--- src/rtl/imm_pkg.sv ---
// +----------------------------------------------------------------------------+
// | imm_pkg : shared widths, FSM states and chunk helper for imm_chunker       |
// | Revision: 1.0                                                              |
// +----------------------------------------------------------------------------+
`default_nettype none

package imm_pkg;

    localparam int DATA_W = 8;
    localparam int IMM_W  = 3;
    localparam int NCHUNK = (DATA_W + IMM_W - 1) / IMM_W;

    typedef enum logic [0:0] {
        ST_IDLE = 1'b0,
        ST_EMIT = 1'b1
    } state_t;

    typedef logic [1:0] cidx_t;

    // Top chunk is narrower than IMM_W; the zero pad lands in its upper bits.
    function automatic logic [IMM_W-1:0] chunk_of(input logic [DATA_W-1:0] d,
                                                   input cidx_t k);
        logic [NCHUNK*IMM_W-1:0] pad;
        pad = {{(NCHUNK*IMM_W-DATA_W){1'b0}}, d};
        return pad[k*IMM_W +: IMM_W];
    endfunction

endpackage

`default_nettype wire

--- src/rtl/imm_chunk_count.sv ---
// +----------------------------------------------------------------------------+
// | imm_chunk_count : number of 3-bit chunks needed to rebuild an operand      |
// | Revision: 1.0                                                              |
// +----------------------------------------------------------------------------+
`default_nettype none

module imm_chunk_count
    import imm_pkg::*;
(
    input  logic [DATA_W-1:0] i_data,
    output cidx_t             o_count
);

    // Zero still needs one chunk, so the count starts at 1.
    always_comb begin
        o_count = cidx_t'(1);
        for (int k = 1; k < NCHUNK; k++) begin
            if (chunk_of(i_data, cidx_t'(k)) != '0) begin
                o_count = cidx_t'(k + 1);
            end
        end
    end

endmodule

`default_nettype wire

--- src/rtl/imm_chunker.sv ---
// +----------------------------------------------------------------------------+
// | imm_chunker : serialises an operand into MSB-first 3-bit immediates        |
// | Build option: STRICT_IMM_EN (single beat, err on dropped upper bits)       |
// | Revision: 1.0                                                              |
// +----------------------------------------------------------------------------+
`default_nettype none

module imm_chunker
    import imm_pkg::*;
(
    input  logic              clk,
    input  logic              reset,
    input  logic              in_valid,
    output logic              in_ready,
    input  logic [DATA_W-1:0] in_data,
    output logic              out_valid,
    input  logic              out_ready,
    output logic [IMM_W-1:0]  out_imm,
    output logic              out_first,
    output logic              out_last,
    output logic              err
);

    state_t            r_state;
    state_t            w_state_nxt;
    logic [DATA_W-1:0] r_data;
    cidx_t             r_idx;
    cidx_t             r_top;
    logic              r_err;
    cidx_t             w_top;
    logic              w_err;
    logic              w_accept;

`ifdef STRICT_IMM_EN
    assign w_top = '0;
    assign w_err = |in_data[DATA_W-1:IMM_W];
`else
    cidx_t w_count;

    imm_chunk_count u_count (
        .i_data  (in_data),
        .o_count (w_count)
    );

    assign w_top = w_count - cidx_t'(1);
    assign w_err = 1'b0;
`endif

    assign w_accept = (r_state == ST_IDLE) && in_valid;

    always_ff @(posedge clk) begin
        if (reset) begin
            r_state <= ST_IDLE;
        end else begin
            r_state <= w_state_nxt;
        end
    end

    always_comb begin
        w_state_nxt = r_state;
        in_ready    = 1'b0;
        out_valid   = 1'b0;
        out_imm     = '0;
        out_first   = 1'b0;
        out_last    = 1'b0;
        case (r_state)
            ST_IDLE: begin
                in_ready = 1'b1;
                if (in_valid) begin
                    w_state_nxt = ST_EMIT;
                end
            end
            ST_EMIT: begin
                out_valid = 1'b1;
                out_imm   = chunk_of(r_data, r_idx);
                out_first = (r_idx == r_top);
                out_last  = (r_idx == '0);
                if (out_ready && (r_idx == '0)) begin
                    w_state_nxt = ST_IDLE;
                end
            end
            default: w_state_nxt = ST_IDLE;
        endcase
    end

    // err is only ever high in the cycle right after acceptance.
    always_ff @(posedge clk) begin
        if (reset) begin
            r_data <= '0;
            r_idx  <= '0;
            r_top  <= '0;
            r_err  <= 1'b0;
        end else begin
            r_err <= 1'b0;
            if (w_accept) begin
                r_data <= in_data;
                r_idx  <= w_top;
                r_top  <= w_top;
                r_err  <= w_err;
            end else if ((r_state == ST_EMIT) && out_ready && (r_idx != '0)) begin
                r_idx <= r_idx - cidx_t'(1);
            end
        end
    end

    assign err = r_err;

endmodule

`default_nettype wire
--- config.mk ---
export PLATFORM = sky130hd
export DESIGN_NAME = imm_chunker
export DESIGN_NICKNAME = d
export VERILOG_FILES = /design/src/rtl/imm_pkg.sv /design/src/rtl/imm_chunk_count.sv /design/src/rtl/imm_chunker.sv
export SDC_FILE = /design/constraint.sdc
export NUM_CORES = 1
export LEC_CHECK = 0
export ABC_CLOCK_PERIOD_IN_PS = 1700
export BUFFER_PORTS_ARGS = -buffer_cell sky130_fd_sc_hd__buf_4
export CORE_UTILIZATION = 40
export CTS_CLUSTER_DIAMETER = 100
export DETAILED_ROUTE_END_ITERATION = 7
export SLEW_MARGIN = 20
export SYNTH_ARGS = -nofsm -noshare
export SYNTH_HDL_FRONTEND = slang
export SYNTH_SLANG_ARGS = --single-unit
export TNS_END_PERCENT = 100
--- constraint.sdc ---
create_clock -name clk -period 1.7 [get_ports clk]
set_input_delay 0.34 -clock clk [delete_from_list [all_inputs] [get_ports clk]]
set_output_delay 0.34 -clock clk [all_outputs]
set_load 0.02 [all_outputs]
# ---- Yosys cells after proc, flatten, opt, wreduce, memory -nomap -nowiden
# Cells that the tools add are included.
dict set report op_classes {
  add_sub_neg 2
  mul 1
  eq_ne 1
  shifts 1
  mux 12
  n_bitwise 1
  n_reduce_logical 9
}
# operator count
set op_table {}
lappend op_table {{$shiftx 9x5->3} 1}
lappend op_table {{$mux 2} 4}
lappend op_table {{$mux 1} 6}
lappend op_table {{$reduce_bool 2->1} 3}
lappend op_table {{$logic_and 1x1->1} 4}
lappend op_table {{$mul 2x2->4 const B} 1}
lappend op_table {{$sub 2x1->2 const B} 2}
lappend op_table {{$mux 3} 1}
lappend op_table {{$reduce_bool 3->1} 1}
lappend op_table {{$eq 2x2->1} 1}
lappend op_table {{$logic_not 2->1} 1}
lappend op_table {{$pmux 1 s2} 1}
lappend op_table {{$not 1->1} 1}
dict set report totals {
  ff_bits 13
  out_inout_bits 8
}

# ---- Longest topological paths before layout
dict set report logic_depth {
  depth_word 5
  depth_mapped 6
  depth_no_buf 5
}

# ---- Modules after synthesis
# From an unflattened synthesis, not the netlist that was laid out.
dict set report hier_totals {
  hier_cells 82
  area_unflattened_um2 654.4
}
# module instances cells_per_inst area_per_inst_um2 seq_area_each_um2
set by_module_without_submodules {}
lappend by_module_without_submodules {imm_chunker 1 78 630.6 260.2}
lappend by_module_without_submodules {imm_chunk_count 1 4 23.8 0.0}

# ---- Least setup slack after synthesis
# Ideal clock, no wire load.
dict set report synth_path {
  kind {register to output}
  from {reg r_state}
  to {out out_first}
  arrival_time_ps 1289
  required_time_ps 1360
  setup_slack_ps 71
  path_stages_with_launch 3
  path_cell_list {dfxtp_1 inv_1 nor3_1}
}
dict set report synth_between {
  elab_chain_cells 1
}
# element line_no
set synth_lines {}
lappend synth_lines {{start, declared} imm_chunker.sv:24} ;# state_t r_state;
lappend synth_lines {{start signal, assigned} imm_chunker.sv:55} ;# r_state <= w_state_nxt;
lappend synth_lines {{$mux 1} imm_chunker.sv:66} ;# case (r_state)
lappend synth_lines {{end, declared} imm_chunker.sv:19} ;# output logic out_first,
# No other way between the ends.

# ---- Worst setup path in the final report
dict set report layout_path {
  from {reg r_idx[0]}
  to {out out_last}
}
dict set report layout_between {
  elab_chain_cells 2
}
# element line_no
set layout_lines {}
lappend layout_lines {{start, declared} imm_chunker.sv:27} ;# cidx_t r_idx;
lappend layout_lines {{start signal, assigned} imm_chunker.sv:97} ;# r_idx <= w_top;
lappend layout_lines {{start signal, assigned} imm_chunker.sv:101} ;# r_idx <= r_idx - cidx_t'(1);
lappend layout_lines {{$logic_not 2->1} imm_chunker.sv:77} ;# out_last = (r_idx == '0);
lappend layout_lines {{$mux 1} imm_chunker.sv:66}
lappend layout_lines {{end, declared} imm_chunker.sv:20} ;# output logic out_last,
# No other way between the ends.

==> impl_metrics.toml <==
[run_status]
status = "finished, final reports clean"

[min_path]
min_from = "out_ready"
hold_path.class = "in -> reg"
hold_path_depth = 2
hold_path_end = "r_state$_SDFF_PP0_"

[placed_design]
pre_cts_ws_ns = 0.233
place_congestion = 0.749
io_buffers = 18
placed_area_um2 = 771
dp_hpwl_um = 956

[cells_and_area]
area_delta_synth_final_pct = 23.8
num-nets-final = 112
fin_util_pct = 53.5
antenna_cells_inserted = 0
drive_gt1_share_pct = 30.6
postLayoutCellArea_um2 = 806

[clock_tree]
post_cts_buffers = 0
clk_latency_ns = 0.27
htree_levels = 1
numClockSinks = 13
clkSlewWorstSetupHoldPaths_ns = 0.07
ctsResizeCount = 2
clock_path_buffers = 2
cts_tree = "done"
cts-buffers-inserted = 3
cts-root-buf = "clkbuf_4"
hold_buffers = 0

[global_route]
grt_pass1_wl_um = 2250
grt_antenna_before_repair = 0
grt_max_degree = 14
grt.total_usage_pct = 17.4
grt_overflow = 0
first_global_vias = 510

[pwr]
max-vdd-ir-drop_v = 0.000579
p_per_area_mw_per_mm2 = 848
p_leak_nw = 0.339

[timing]
worst_slack_ns = 0.0862
finalCritPeriodShare_pct = 94.9
fmax_ghz = 0.620
holdWs_ns = 0.260
setup_tns_ns = 0
setup_violations = 0
rsz0062_at_grt = "false"
clock_skew_ns = 0.00530
period_needed_ns = 1.61
hold_viol = 0
slew_viol_final = 0

[route]
drc = 0
drt_first_pass_iters = 3
antenna_left = 0
avgViaCountPerCell = 5.09
wire_per_inst_um = 11.8
routed_wl_um = 1340
vias = 580
drt_iter0_drc = 4

[synthesis]
synth-compound-area-share_pct = 15.8
synth_fa_ha_area_share_pct = 1.92
ys_ff_latch = 13
yosysSeqAreaShare_pct = 40.0
syn_inst = 81
synth-xor-area-share_pct = 4.04
syn_avg_cell_area_um2 = 8.03
yosysUniqueCellTypes = 27
synth_warnings = 0
synth-simple-area-share_pct = 24.8
synth_area_um2 = 651
synthMuxAreaShare_pct = 4.62
syn_nets = 94
synth_top_family_by_area = "simple AND/OR/NAND/NOR gates"

[setup_path]
worst_ep_required_time_ns = 1.36
r2r_setup_slack_ns = 0.39
cp-end-kind = "primary output"
r2r-end = "r_idx[0]$_SDFFE_PP0P_"
cp_max_fo = 7
worstSetupPathType = "reg -> out"
start_kind = "flip-flop"
worst_ep_arrival_time_ns = 1.27
rr_startpoint = "r_idx[0]$_SDFFE_PP0P_"
rr_worst_depth = 5

[floorplanning]
die_area_mm2 = 0.00179
start_util_pct = 43.2
rows = 14
core_area_mm2 = 0.00151
die_y_um = 42.3
die_w_um = 42.3
pin_count = 20

[run]
maxCapViolations = 0
[kinds of logic after synthesis]
kind of cell             Yosys count
AO/OA/AOI/OAI                     17
XOR/XNOR                           3
adder cells (fa/ha/maj)            1
buffers and inverters              9
flip-flops                        13
multiplexers                       3
other                              1
AND/OR/NAND/NOR                   34
[through the flow]
stage	power (mW)	instances
after floorplan	0.451	81
after global placement	0.499	110
after detailed placement	0.501	110
after CTS	0.693	114
after global routing	0.733	114
final	0.683	114
[worst max-delay path, stage by stage (launching register included)]
cell and delay (ns):
dfxtp_4 0.40, inv_2 0.05, ha_1 0.20, and2_2 0.20, buf_4 0.15
[Yosys cell counts]
master	n	area [µm²]
a211oi_1	2	15.0
mux2i_1	3	30.0
inv_1	2	7.51
or2_0	1	6.26
buf_2	1	5.00
buf_6	1	11.3
a31oi_1	1	6.26
nand3_1	2	10.0
o21ai_2	1	8.76
or3_1	1	6.26
conb_1	1	3.75
a21oi_1	11	55.1
nor2b_1	1	6.26
xnor2_1	1	8.76
buf_4	3	22.5
ha_1	1	12.5
and2_2	1	7.51
clkbuf_1	1	3.75
nor3_1	2	10.0
inv_2	1	3.75
nand3b_2	1	11.3
xor2_1	2	17.5
dfxtp_1	13	260
nor2_1	4	15.0
nand2b_4	1	13.8
nand2_1	20	75.1
o22a_1	2	17.5
[flip-flops by register name, indices dropped and copies added, names as in the netlist]
register	count
r_idx	2
r_top	2
r_state	1
r_data	8
[worst max-delay path by stage]
stage	to	from	slack, ns	cells after the start
2_1_floorplan	out_first	r_state$_SDFF_PP0_	0.07	2
4_1_cts	out_last	r_idx[0]$_SDFFE_PP0P_	0.03	4
3_5_place_dp	out_last	r_idx[0]$_SDFFE_PP0P_	0.23	4
5_1_grt	out_last	r_idx[1]$_SDFFE_PP0P_	0.006	4
6_report	out_last	r_idx[0]$_SDFFE_PP0P_	0.09	4
3_3_place_gp	out_last	r_idx[0]$_SDFFE_PP0P_	0.24	4
[power by group]
group	total, mW	internal [mW]	leakage, nW	switching (mW)
Combinational	0.146	0.0711	0.215	0.0747
Sequential	0.348	0.326	0.108	0.0218
Clock	0.189	0.0909	0.0150	0.0986
[layer usage]
layer | up-vias | GRT usage [%] | part of all wire [%]
met1 | 259 | 22.6 | 46
li1 | 307 | - | -
met4 | 0 | 7.50 | 1.3
met2 | 12 | 25.5 | 48
met3 | 2 | 6.90 | 4.7
met5 | - | 0 | 0
[layout by cell type (no fill, tap or decap), drive strengths merged, types with 2 or more instances in the layout]
cell | Yosys | layout
xor2 | 2 | 2
nor2 | 4 | 4
nand2 | 20 | 20
a21oi | 11 | 11
mux2i | 3 | 3
dfxtp | 13 | 13
inv | 3 | 3
nand3 | 2 | 2
a211oi | 2 | 2
buf | 5 | 19
clkbuf | 1 | 4
nor3 | 2 | 2
o22a | 2 | 2
[area by class of cell]
type	count	area, µm²
Clock buffer	4	26.3
Sequential cell	13	269
Timing Repair Buffer	19	143
Fill cell	148	701
Multi-Input combinational cell	59	337
Inverter	3	11.3
Tap cell	16	20.0
Note: power is estimated with default switching activity, not from simulation.
